File: src/rtl/uart_tx.sv
// Parameterised UART transmitter: start bit, LSB-first payload, optional parity, stop bit.
// Every bit is held for max(prescale,1) clk cycles; back-to-back frames need no idle gap.
module uart_tx #(
  parameter int DATA_WIDTH = 8
) (
  input  logic                  clk,
  input  logic                  rst,
  input  logic [DATA_WIDTH-1:0] p_data,
  input  logic                  data_valid,
  input  logic                  par_en,
  input  logic                  par_typ,
  input  logic [5:0]            prescale,
  output logic                  tx_out,
  output logic                  busy
);

  // state  | meaning
  // IDLE   | line high, waiting for data_valid
  // START  | driving the start bit (0)
  // DATA   | shifting payload out LSB first
  // PARITY | driving the latched parity bit
  // STOP   | driving the stop bit (1); a new frame may be accepted on its last cycle
  typedef enum logic [2:0] {IDLE, START, DATA, PARITY, STOP} state_t;

  localparam int IDX_W = (DATA_WIDTH > 1) ? $clog2(DATA_WIDTH) : 1;
  localparam logic [IDX_W-1:0] IDX_LAST = IDX_W'(DATA_WIDTH - 1);

  state_t                state;
  logic [5:0]            cnt;
  logic [5:0]            p_q;
  logic [IDX_W-1:0]      idx;
  logic [DATA_WIDTH-1:0] data_q;
  logic                  par_en_q;
  logic                  par_bit;

  logic       last;
  logic       accept;
  logic [5:0] p_eff;

  always_comb begin
    p_eff  = (prescale == 6'd0) ? 6'd1 : prescale;
    last   = (cnt == p_q - 6'd1);
    accept = data_valid && ((state == IDLE) || ((state == STOP) && last));
  end

  always_ff @(posedge clk or negedge rst) begin
    if (!rst) begin
      state    <= IDLE;
      cnt      <= '0;
      p_q      <= 6'd1;
      idx      <= '0;
      data_q   <= '0;
      par_en_q <= 1'b0;
      par_bit  <= 1'b0;
      tx_out   <= 1'b1;
      busy     <= 1'b0;
    end else if (accept) begin
      state    <= START;
      data_q   <= p_data;
      par_en_q <= par_en;
      par_bit  <= (^p_data) ^ par_typ;
      p_q      <= p_eff;
      cnt      <= '0;
      idx      <= '0;
      tx_out   <= 1'b0;
      busy     <= 1'b1;
    end else begin
      case (state)
        IDLE: begin
          tx_out <= 1'b1;
          busy   <= 1'b0;
        end
        START: begin
          if (last) begin
            state  <= DATA;
            cnt    <= '0;
            tx_out <= data_q[0];
          end else begin
            cnt <= cnt + 6'd1;
          end
        end
        DATA: begin
          if (last) begin
            cnt <= '0;
            if (idx == IDX_LAST) begin
              idx <= '0;
              if (par_en_q) begin
                state  <= PARITY;
                tx_out <= par_bit;
              end else begin
                state  <= STOP;
                tx_out <= 1'b1;
              end
            end else begin
              // shift so the next payload bit is always at data_q[1]
              idx    <= idx + IDX_W'(1);
              data_q <= data_q >> 1;
              tx_out <= data_q[1];
            end
          end else begin
            cnt <= cnt + 6'd1;
          end
        end
        PARITY: begin
          if (last) begin
            state  <= STOP;
            cnt    <= '0;
            tx_out <= 1'b1;
          end else begin
            cnt <= cnt + 6'd1;
          end
        end
        STOP: begin
          if (last) begin
            state  <= IDLE;
            cnt    <= '0;
            tx_out <= 1'b1;
            busy   <= 1'b0;
          end else begin
            cnt <= cnt + 6'd1;
          end
        end
        default: begin
          state  <= IDLE;
          tx_out <= 1'b1;
          busy   <= 1'b0;
        end
      endcase
    end
  end

endmodule
File: config.mk
export PLATFORM = sky130hd
export DESIGN_NAME = uart_tx
export DESIGN_NICKNAME = d
export VERILOG_FILES = /design/src/rtl/uart_tx.sv
export SDC_FILE = /design/constraint.sdc
export NUM_CORES = 1
export LEC_CHECK = 0
export CORE_UTILIZATION = 40
export DETAILED_ROUTE_END_ITERATION = 10
export GPL_TIMING_DRIVEN = 0
export PLACE_DENSITY_LB_ADDON = 0.3
export REMOVE_ABC_BUFFERS = 1
export SLEW_MARGIN = 25
export SYNTH_ARGS = -nofsm -noshare
export SYNTH_HDL_FRONTEND = slang
export SYNTH_SLANG_ARGS = --single-unit
File: constraint.sdc
create_clock -name clk -period 2.6 [get_ports clk]
set_clock_uncertainty 0.05 [all_clocks]
set_input_delay 0.26 -clock clk [delete_from_list [all_inputs] [get_ports clk]]
set_output_delay 0.26 -clock clk [all_outputs]
set_load 0.02 [all_outputs]
; ---- Word level (Yosys, flattened, before mapping)
; Cells that the tools add are included.
[totals]
regBits = 30
in_bits = 19
out_inout_bits = 2
word_cells = 75
[classes]
n_addsub = 3
eq_ne = 15
muxes = 30
bitwise = 1
reduce_logical = 17
[ops]
columns = op, n
row1 = $mux 3, 11
row2 = $mux 8, 4
row3 = $mux 6, 4
row4 = $ne 3x3->1 const B, 5
row5 = $pmux 3 s5, 1
row6 = $mux 1, 8
row7 = $reduce_xor 8->1, 1
row8 = $add 6x1->6 const B, 1
row9 = $eq 3x2->1 const B, 2
row10 = $eq 3x3->1 const B, 2
row11 = $eq 6x6->1, 1
row12 = $logic_not 6->1, 1
row13 = $reduce_and 3->1, 2
row14 = $reduce_and 6->1, 1
row15 = $reduce_bool 2->1, 3
row16 = $sub 6x1->6 const B, 1
row17 = $ne 2x2->1 const B, 2
row18 = $reduce_and 2->1, 2
row19 = $reduce_or 4->1, 1
row20 = $add 3x1->3 const B, 1
row21 = $eq 3x1->1 const B, 1
row22 = $logic_not 3->1, 1
row23 = $ne 3x1->1 const B, 1
row24 = $pmux 1 s3, 1
row25 = other kinds (7), 8

; ---- Depth between registers and ports, before layout
; Gate-level depths: netlist of run 1.
[logic_depth]
depth_word = 7
mapped_depth = 10
mapped_depth_nobuf = 8

; ---- Worst setup path before layout of run 1
; Ideal clock, no wire load.
[synth_path]
path_kind = register to register
from = register p_q[0]
to = register p_q[2]
setup_ns = 0.127
arrival_time_ns = 2.292
required_ns = 2.423
path_slack_ns = 0.131
path_stages_with_launch = 9
path_buffers = 1
period_less_slack_ns = 2.469
path_cell_list = dfstp_2 > inv_1 > ha_1 > xnor2_1 > nor2_1 > nand4b_4 > a211oi_4 > buf_6 > mux2_1
[synth_between]
elab_chain_len = 5
[synth_rtl]
columns = element, line_no
row1 = from (decl), 30  ; logic [5:0] p_q;
row2 = from (signal assigned), 62  ; p_q <= p_eff;
row3 = $sub 6x1->6, 42  ; last = (cnt == p_q - 6'd1);
row4 = $eq 6x6->1, 42
row5 = $logic_and 1x1->1, 43  ; accept = data_valid && ((state == IDLE) || ((state == STOP) && last));
row6 = $logic_or 1x1->1, 43
row7 = $logic_and 1x1->1, 43
; No other way between the ends.
; A chain may end at the register's enable or synchronous reset.

; ---- Final worst setup path of run 1
[layout_path]
from = register p_q[0]
to = register state[0]
[layout_between]
elab_chain_len = 7
elab_cells_between_ends = 13
classes_between = add/sub: 1 / eq/ne: 7 / mux: 1 / reduce/logical: 4
[layout_rtl]
columns = element, line_no
row1 = $sub 6x1->6 (*), 42
row2 = $eq 6x6->1 (*), 42
row3 = $logic_and 1x1->1, 43
row4 = $logic_or 1x1->1, 43
row5 = $logic_and 1x1->1, 43
row6 = $ne 3x3->1 (no line) or $ne 2x2->1 (tied branches), n/a
row7 = $reduce_and 6->1 (no line), n/a
row8 = to (signal assigned), 48  ; state <= IDLE;
row9 = to (signal assigned), 58  ; state <= START;
row10 = to (signal assigned), 75  ; state <= DATA;
row11 = to (decl), 28  ; state_t state;
; Mark *: on every way between the ends. The rest lies on a longest branch, timed or not.

==> key figures, run 1 <==
Status
  – Status: complete, no violations

Route
  – Final wirelength: 4.40 mm
  – Drt via density: 5.39
  – Vias: 1,600
  – Uppermost layer routed: met4
  – DRC Markers: 0
  – DR WL/cell: 14.8 µm
  – Metal3 WL: 197 µm
  – DRT iter0 DRCs: 107
  – Routed Antenna Nets: 0
  – Routed wl met2: 2.03 mm
  – Detailed-route wire length on metal 1: 2.15 mm
  – Drt pass-1 iters: 6

Clocking
  – CTS clk-pin slew, worst paths: 0.07 ns
  – Root Buffer: clkbuf_8
  – CTS tree: built
  – Inserted Clock Buffers: 5
  – Clock Path Buffers: 2
  – Clock Sinks: 30
  – H-tree Lvls: 2
  – Clk_lat worst skew: 0.29 ns

Logic synthesis
  – Post-synthesis compound-gate area fraction: 20.3%
  – Ys async rst share: 100%
  – Synth top area share: 35.7%
  – Main flop type after synthesis: dfrtp_1
  – Post-synth EDFFs: 0
  – Most common cell in the netlist: dfrtp_1
  – Mapped Area: 1960 µm²
  – Post-synthesis adder-cell area fraction: 2.55%
  – Avg Inst Size Synth: 9.91 µm²
  – Synth unique cells: 51
  – Area contributors post-synth: dfrtp_1 (36%), xnor2_1 (4.0%), a21o_1 (3.4%), nor2_1 (3.3%), a22o_1 (3.1%)
  – Simple logic cell fraction of the synthesized area: 20.0%
  – XOR/XNOR Fraction of Synth Area: 7.02%
  – Synth top cells by count: dfrtp_1 (28), nor2_1 (17), nand2_1 (14)
  – Yosys warnings: 0
  – Main combinational cell family by area after synthesis: compound AO/OA/AOI/OAI gates
  – Mapped Cells: 198
  – Sequential cell area fraction in the yosys report: 38.4%
  – Synth area leader: dfrtp_1
  – FF+latch count, synth: 30
  – Post-synthesis mux area share: 7.14%

Timing
  – RSZ-0062 raised after global routing: yes
  – Slew @ Worst Pin: 0.718 ns
  – Finish-stage setup viols: 0
  – Fmax: 401 MHz
  – Slew Limit Fails: 0
  – Final Hold Viols: 0
  – Period minus WS final: 2.50 ns
  – Final Cycle Share: 96.0%
  – Rel. slew slack: 51.9%
  – Min Hold Slack: 0.317 ns

Place
  – Placed cell count: 274
  – Dpl hpwl: 2.79 mm
  – Routability cong.: 0.794
  – IO Port Bufs: 20
  – Placed Area: 2200 µm²

Global route
  – Total GRT Usage: 18.2%
  – Vias in the first global route: 1,513
  – GRT overflow: 0
  – First-pass GRT wire length: 7.20 mm
  – Largest net degree at the start of global routing: 26
  – Initial antenna violation count: 0

Setup path
  – Worst Setup Path Type: reg -> reg
  – CP max FO: 7
  – Worst R2R Start: p_q[0]
  – Critical Path AT: 2.62 ns
  – Crit. Startpoint: p_q[0]
  – CP Capture Type: flop
  – Worst Path Required: 2.72 ns
  – CP Launch Type: flop

Cells and area
  – Util after Layout: 53.0%
  – Share of cells above drive strength 1: 19.6%
  – Ant. Diodes: 0
  – Final instance area: 2500 µm²
  – Area growth syn-to-layout: 27.6%
  – Nets@finish: 252
  – Filler instances: 422
  – Fin cells: 297

Floorplan
  – Core area: 4720 µm²
  – Starting density of the core: 41.5%
  – Io pins: 21
  – Die height: 72.0 µm
  – Die width: 72.0 µm
  – Floorplan row count: 25
  – Overall die area: 5190 µm²

Pwr
  – Pleak: 1.03 nW
  – Maximum vdd drop: 0.511 mV
  – PwrDens: 1030 nW/µm²
  – Power Total: 2.57 mW

Flow run
  – Max-Cap Viols: 0

Hold path
  – Hold crit path type: in -> async
-- power by group --
part / switching (mW) / leakage [nW] / total (mW) / internal (mW)
logic: 0.632 / 0.592 / 1.21 / 0.577
registers: 0.207 / 0.375 / 0.864 / 0.657
clock network: 0.188 / 0.0585 / 0.500 / 0.312
-- timing repair --
item / in CTS / in global routing
endpoints found under the setup margin: 21 / 24
gates cloned: 1 / 0
resized for setup: 2 / 7
pin swaps: 2 / 8
endpoints found under the hold margin: 7 / 0
buffers inserted: 1 / 12
hold buffers: 1 / 0
-- through the flow --
stage               setup slack, ns  setup TNS, ns
floorplan                   -0.0695         -0.669
global placement             -0.488          -7.23
detailed placement           -0.475          -7.04
CTS                         -0.0167        -0.0174
global route                -0.0593         -0.189
finish                        0.104              0
-- final cells by class --
class / instances / area, µm² / area share, %
Tap cell: 67 / 83.8 / 3.35
Timing Repair Buffer: 35 / 347 / 13.8
Multi-Input combinational cell: 150 / 1180 / 47.0
Clock inverter: 1 / 30.0 / 1.20
Clock buffer: 7 / 86.3 / 3.45
Inverter: 7 / 26.3 / 1.05
Sequential cell: 30 / 754 / 30.1
-- layer usage --
metal	track usage, %	vias to the layer above
li1	-	793
met1	25.6	761
met2	26.6	44
met3	5.42	2
met4	6.54	0
met5	0	-
-- final timing paths --
kind / to / slack [ns] / cells after the start
max in group asynchronous: p_q[0] / 1.71 / 3
min in group clk: data_q[4] / 0.43 / 1
min: cnt[5] / 0.32 / 2
max: state[0] / 0.10 / 8
max reg2reg: state[0] / 0.10 / 8
min reg2reg: data_q[4] / 0.43 / 1
-- layout by cell type (no fill, tap or decap), drive strengths merged, types with 5 or more instances in the layout --
cell type | synthesis | routed
o21ai | 6 | 6
clkbuf | 7 | 7
clkdlybuf4s50 | 0 | 19
dfrtp | 28 | 28
nor4 | 6 | 6
mux2 | 6 | 6
buf | 5 | 15
nand3 | 7 | 7
a21o | 9 | 9
a21oi | 7 | 7
inv | 7 | 7
xnor2 | 11 | 11
nand2 | 14 | 14
nor2 | 19 | 19
mux2i | 5 | 5
a22o | 7 | 7
-- flip-flops by register name, indices dropped and copies added (netlist names) --
name      flops
busy          1
p_q           6
cnt           6
state         3
idx           3
tx_out        1
par_bit       1
data_q        8
par_en_q      1
-- cell families (layout without fill, tap and decap cells) --
logic type | Yosys count | count (layout)
and+or+nand+nor | 67 | 67
adders and majority gates | 4 | 4
muxes | 12 | 12
xor gates and xnor gates | 14 | 14
AOI/OAI and AO/OA | 52 | 53
DFF | 30 | 30
buffers and inverters | 19 | 50
-- critical path, stage by stage, from the launching register on --
cell      delay (ns)
dfstp_2         0.57
inv_1           0.07
ha_2            0.20
nand2b_1        0.16
a21o_1          0.23
a31oi_4         0.36
o211ai_1        0.21
o211ai_1        0.18
mux2_2          0.35
Note: power is estimated with default switching activity, not from simulation.
==> inputs of run 2 (changes only) <==
--- a/config.mk
+++ b/config.mk
@@ -5,7 +5,7 @@
 export SDC_FILE = /design/constraint.sdc
 export NUM_CORES = 1
 export LEC_CHECK = 0
-export CORE_UTILIZATION = 40
+export CORE_UTILIZATION = 30
 export DETAILED_ROUTE_END_ITERATION = 10
 export GPL_TIMING_DRIVEN = 0
 export PLACE_DENSITY_LB_ADDON = 0.3
==> key figures, run 2 (synthesis gave the netlist of run 1 again) <==
Status
  – Status: complete, no violations

Cells and area
  – Max reg flops: 8 (unchanged)
  – Multi-input gate area: 1130 µm² (-3.7%)
  – Reg area: 754 µm² (unchanged)
  – Nets@finish: 246 (-2.4%)
  – Fin cells: 301 (+1.3%)
  – Area growth syn-to-layout: 23.5%
  – Largest reg by FF count: data_q
  – Most common cell after layout, fill and taps aside: dfrtp_1
  – Ant. Diodes: 0 (unchanged)
  – Util after Layout: 38.4% (-15 points)
  – Share of cells above drive strength 1: 16.5% (-3.0 points)
  – Filler instances: 656 (+55%)
  – Commonest cells after routing, fill and taps aside: dfrtp_1 (27), clkdlybuf4s50_1 (19), nor2_1 (17), nand2_1 (14)
  – Largest regs: data_q (8), cnt (6), p_q (6)

Pwr
  – Power Total: 2.48 mW (-3.8%)
  – PwrDens: 1020 nW/µm² (-0.66%)
  – Maximum vdd drop: 0.510 mV (about the same)
  – Pleak: 0.996 nW (-2.9%)

Global route
  – Initial antenna violation count: 0 (unchanged)
  – GRT overflow: 0 (unchanged)
  – Vias in the first global route: 1,484 (-1.9%)
  – First-pass GRT wire length: 7.17 mm (-0.47%)
  – Largest net degree at the start of global routing: 25 (-3.8%)
  – Total GRT Usage: 12.7% (-5.5 points)

Route
  – Vias: 1,555 (-2.8%)
  – DRC Markers: 0 (unchanged)
  – DRT iter0 DRCs: 138 (+29%)
  – Final wirelength: 4.12 mm (-6.5%)
  – Routed Antenna Nets: 0 (unchanged)
  – Drt via density: 5.17 (-4.1%)
  – Drt pass-1 iters: 4 (-2)
  – DR WL/cell: 13.7 µm (-7.7%)

Clocking
  – Clock Sinks: 30 (unchanged)
  – H-tree Lvls: 2 (unchanged)
  – CTS clk-pin slew, worst paths: 0.07 ns (about the same)
  – CTS tree: built
  – Root Buffer: clkbuf_8
  – Clock Path Buffers: 2 (unchanged)
  – Clk_lat worst skew: 0.28 ns (about the same)
  – Inserted Clock Buffers: 5 (unchanged)

Timing
  – Slew Limit Fails: 0 (unchanged)
  – Final Cycle Share: 96.0% (about the same)
  – Slew @ Worst Pin: 0.749 ns (+0.0304 ns)
  – Finish-stage setup viols: 0 (unchanged)
  – Final Hold Viols: 0 (unchanged)
  – Fmax: 401 MHz (about the same)
  – RSZ-0062 raised after global routing: yes
  – Rel. slew slack: 49.9% (-2.0 points)
  – Period minus WS final: 2.50 ns (+0.000335 ns)
  – Min Hold Slack: 0.359 ns (+0.0421 ns)

Setup path
  – Worst Path Required: 2.72 ns (about the same)
  – R2R Setup Slk: 0.10 ns (about the same)
  – Worst Setup Path Type: reg -> reg
  – Critical Path AT: 2.62 ns (about the same)
  – CP Capture Type: flop
  – Critical Path Slowest Stage Cell: dfstp_2
  – CP Launch Type: flop
  – Max incr delay on CP: 0.53 ns (-0.04 ns)
  – CP cell instances: inv_1, ha_1, xnor2_1, nor2_1, nand4b_4, a211oi_4, buf_4, mux2_1
  – CP max FO: 8 (+1)

Floorplan
  – Overall die area: 6870 µm² (+32%)
  – Core area: 6310 µm² (+34%)
  – Starting density of the core: 31.1% (-10 points)
  – Io pins: 21 (unchanged)
  – Die width: 82.9 µm (+15%)
  – Floorplan row count: 29 (+16%)
  – Die height: 82.9 µm (+15%)

Place
  – Routability cong.: 0.759 (-4.4%)
  – Placed cell count: 285 (+4.0%)
  – Dpl hpwl: 3.00 mm (+7.7%)
  – IO Port Bufs: 20 (unchanged)

Flow run
  – Max-Cap Viols: 0 (unchanged)

Hold path
  – Hold crit path type: in -> async
run 2: metrics by stage:
stage / TNS [ns] / cell area, µm² / worst slack, ns
3_5_place_dp: -1.54 / 2230 / -0.267
5_1_grt: -0.0126 / 2420 / -0.00703
4_1_cts: 0 / 2380 / 0.0187
2_1_floorplan: -0.669 / 1900 / -0.0695
3_3_place_gp: -7.86 / 2190 / -0.516
6_report: 0 / 2420 / 0.104
run 2: where the power goes:
part / switching, mW / internal, mW
Combinational: 0.589 / 0.534
Sequential: 0.205 / 0.656
Clock: 0.179 / 0.312
run 2: cell type report:
class	count	share of cell area [%]
clock buffers	7	3.56
clock inverters	1	1.24
inverters	7	1.08
multi-input cells	149	46.7
flip-flops and latches	30	31.1
well taps	77	3.98
repair buffers	30	12.3
run 2: final timing paths:
check	endpoint	depth (start not counted)	startpoint
max	par_bit	8	p_q[0]
min	data_q[5]	2	rst
min in group clk	data_q[5]	1	data_q[5]
max reg2reg	par_bit	8	p_q[0]
max in group asynchronous	tx_out	3	rst
min reg2reg	data_q[5]	1	data_q[5]
run 2: worst max-delay path: cells and delay by family (launching register included):
family / cells / cell delay [ns]
compound gates: 1 / 0.41
xor+xnor: 1 / 0.13
fa+ha+maj: 1 / 0.31
buf+inv: 2 / 0.26
flops: 1 / 0.53
mux: 1 / 0.31
simple gates: 2 / 0.40
run 2: routing by layer:
| layer | routed length [µm] | global-route usage [%] | up-vias |
|---|---|---|---|
| met1 | 2110 | 17.7 | 745 |
| met5 | 0 | 0 | - |
| met2 | 1820 | 19.5 | 28 |
| li1 | - | - | 777 |
| met4 | 38 | 4.23 | 0 |
| met3 | 150 | 2.88 | 5 |
run 2: timing repair:
item,in CTS,in global routing
hold buffers,1,0
gates resized for setup,1,3
buffers inserted,2,4
hold endpoints to repair,10,0
setup endpoints to repair,17,17
cloned,0,1
pin swaps,2,3
==> inputs of run 3 (changes only) <==
--- a/config.mk
+++ b/config.mk
@@ -5,6 +5,7 @@
 export SDC_FILE = /design/constraint.sdc
 export NUM_CORES = 1
 export LEC_CHECK = 0
+export CAP_MARGIN = 30
 export CORE_UTILIZATION = 30
 export DETAILED_ROUTE_END_ITERATION = 10
 export GPL_TIMING_DRIVEN = 0
==> results of run 3 <==
Final layout, timing and power as in run 2 (identical DEF).
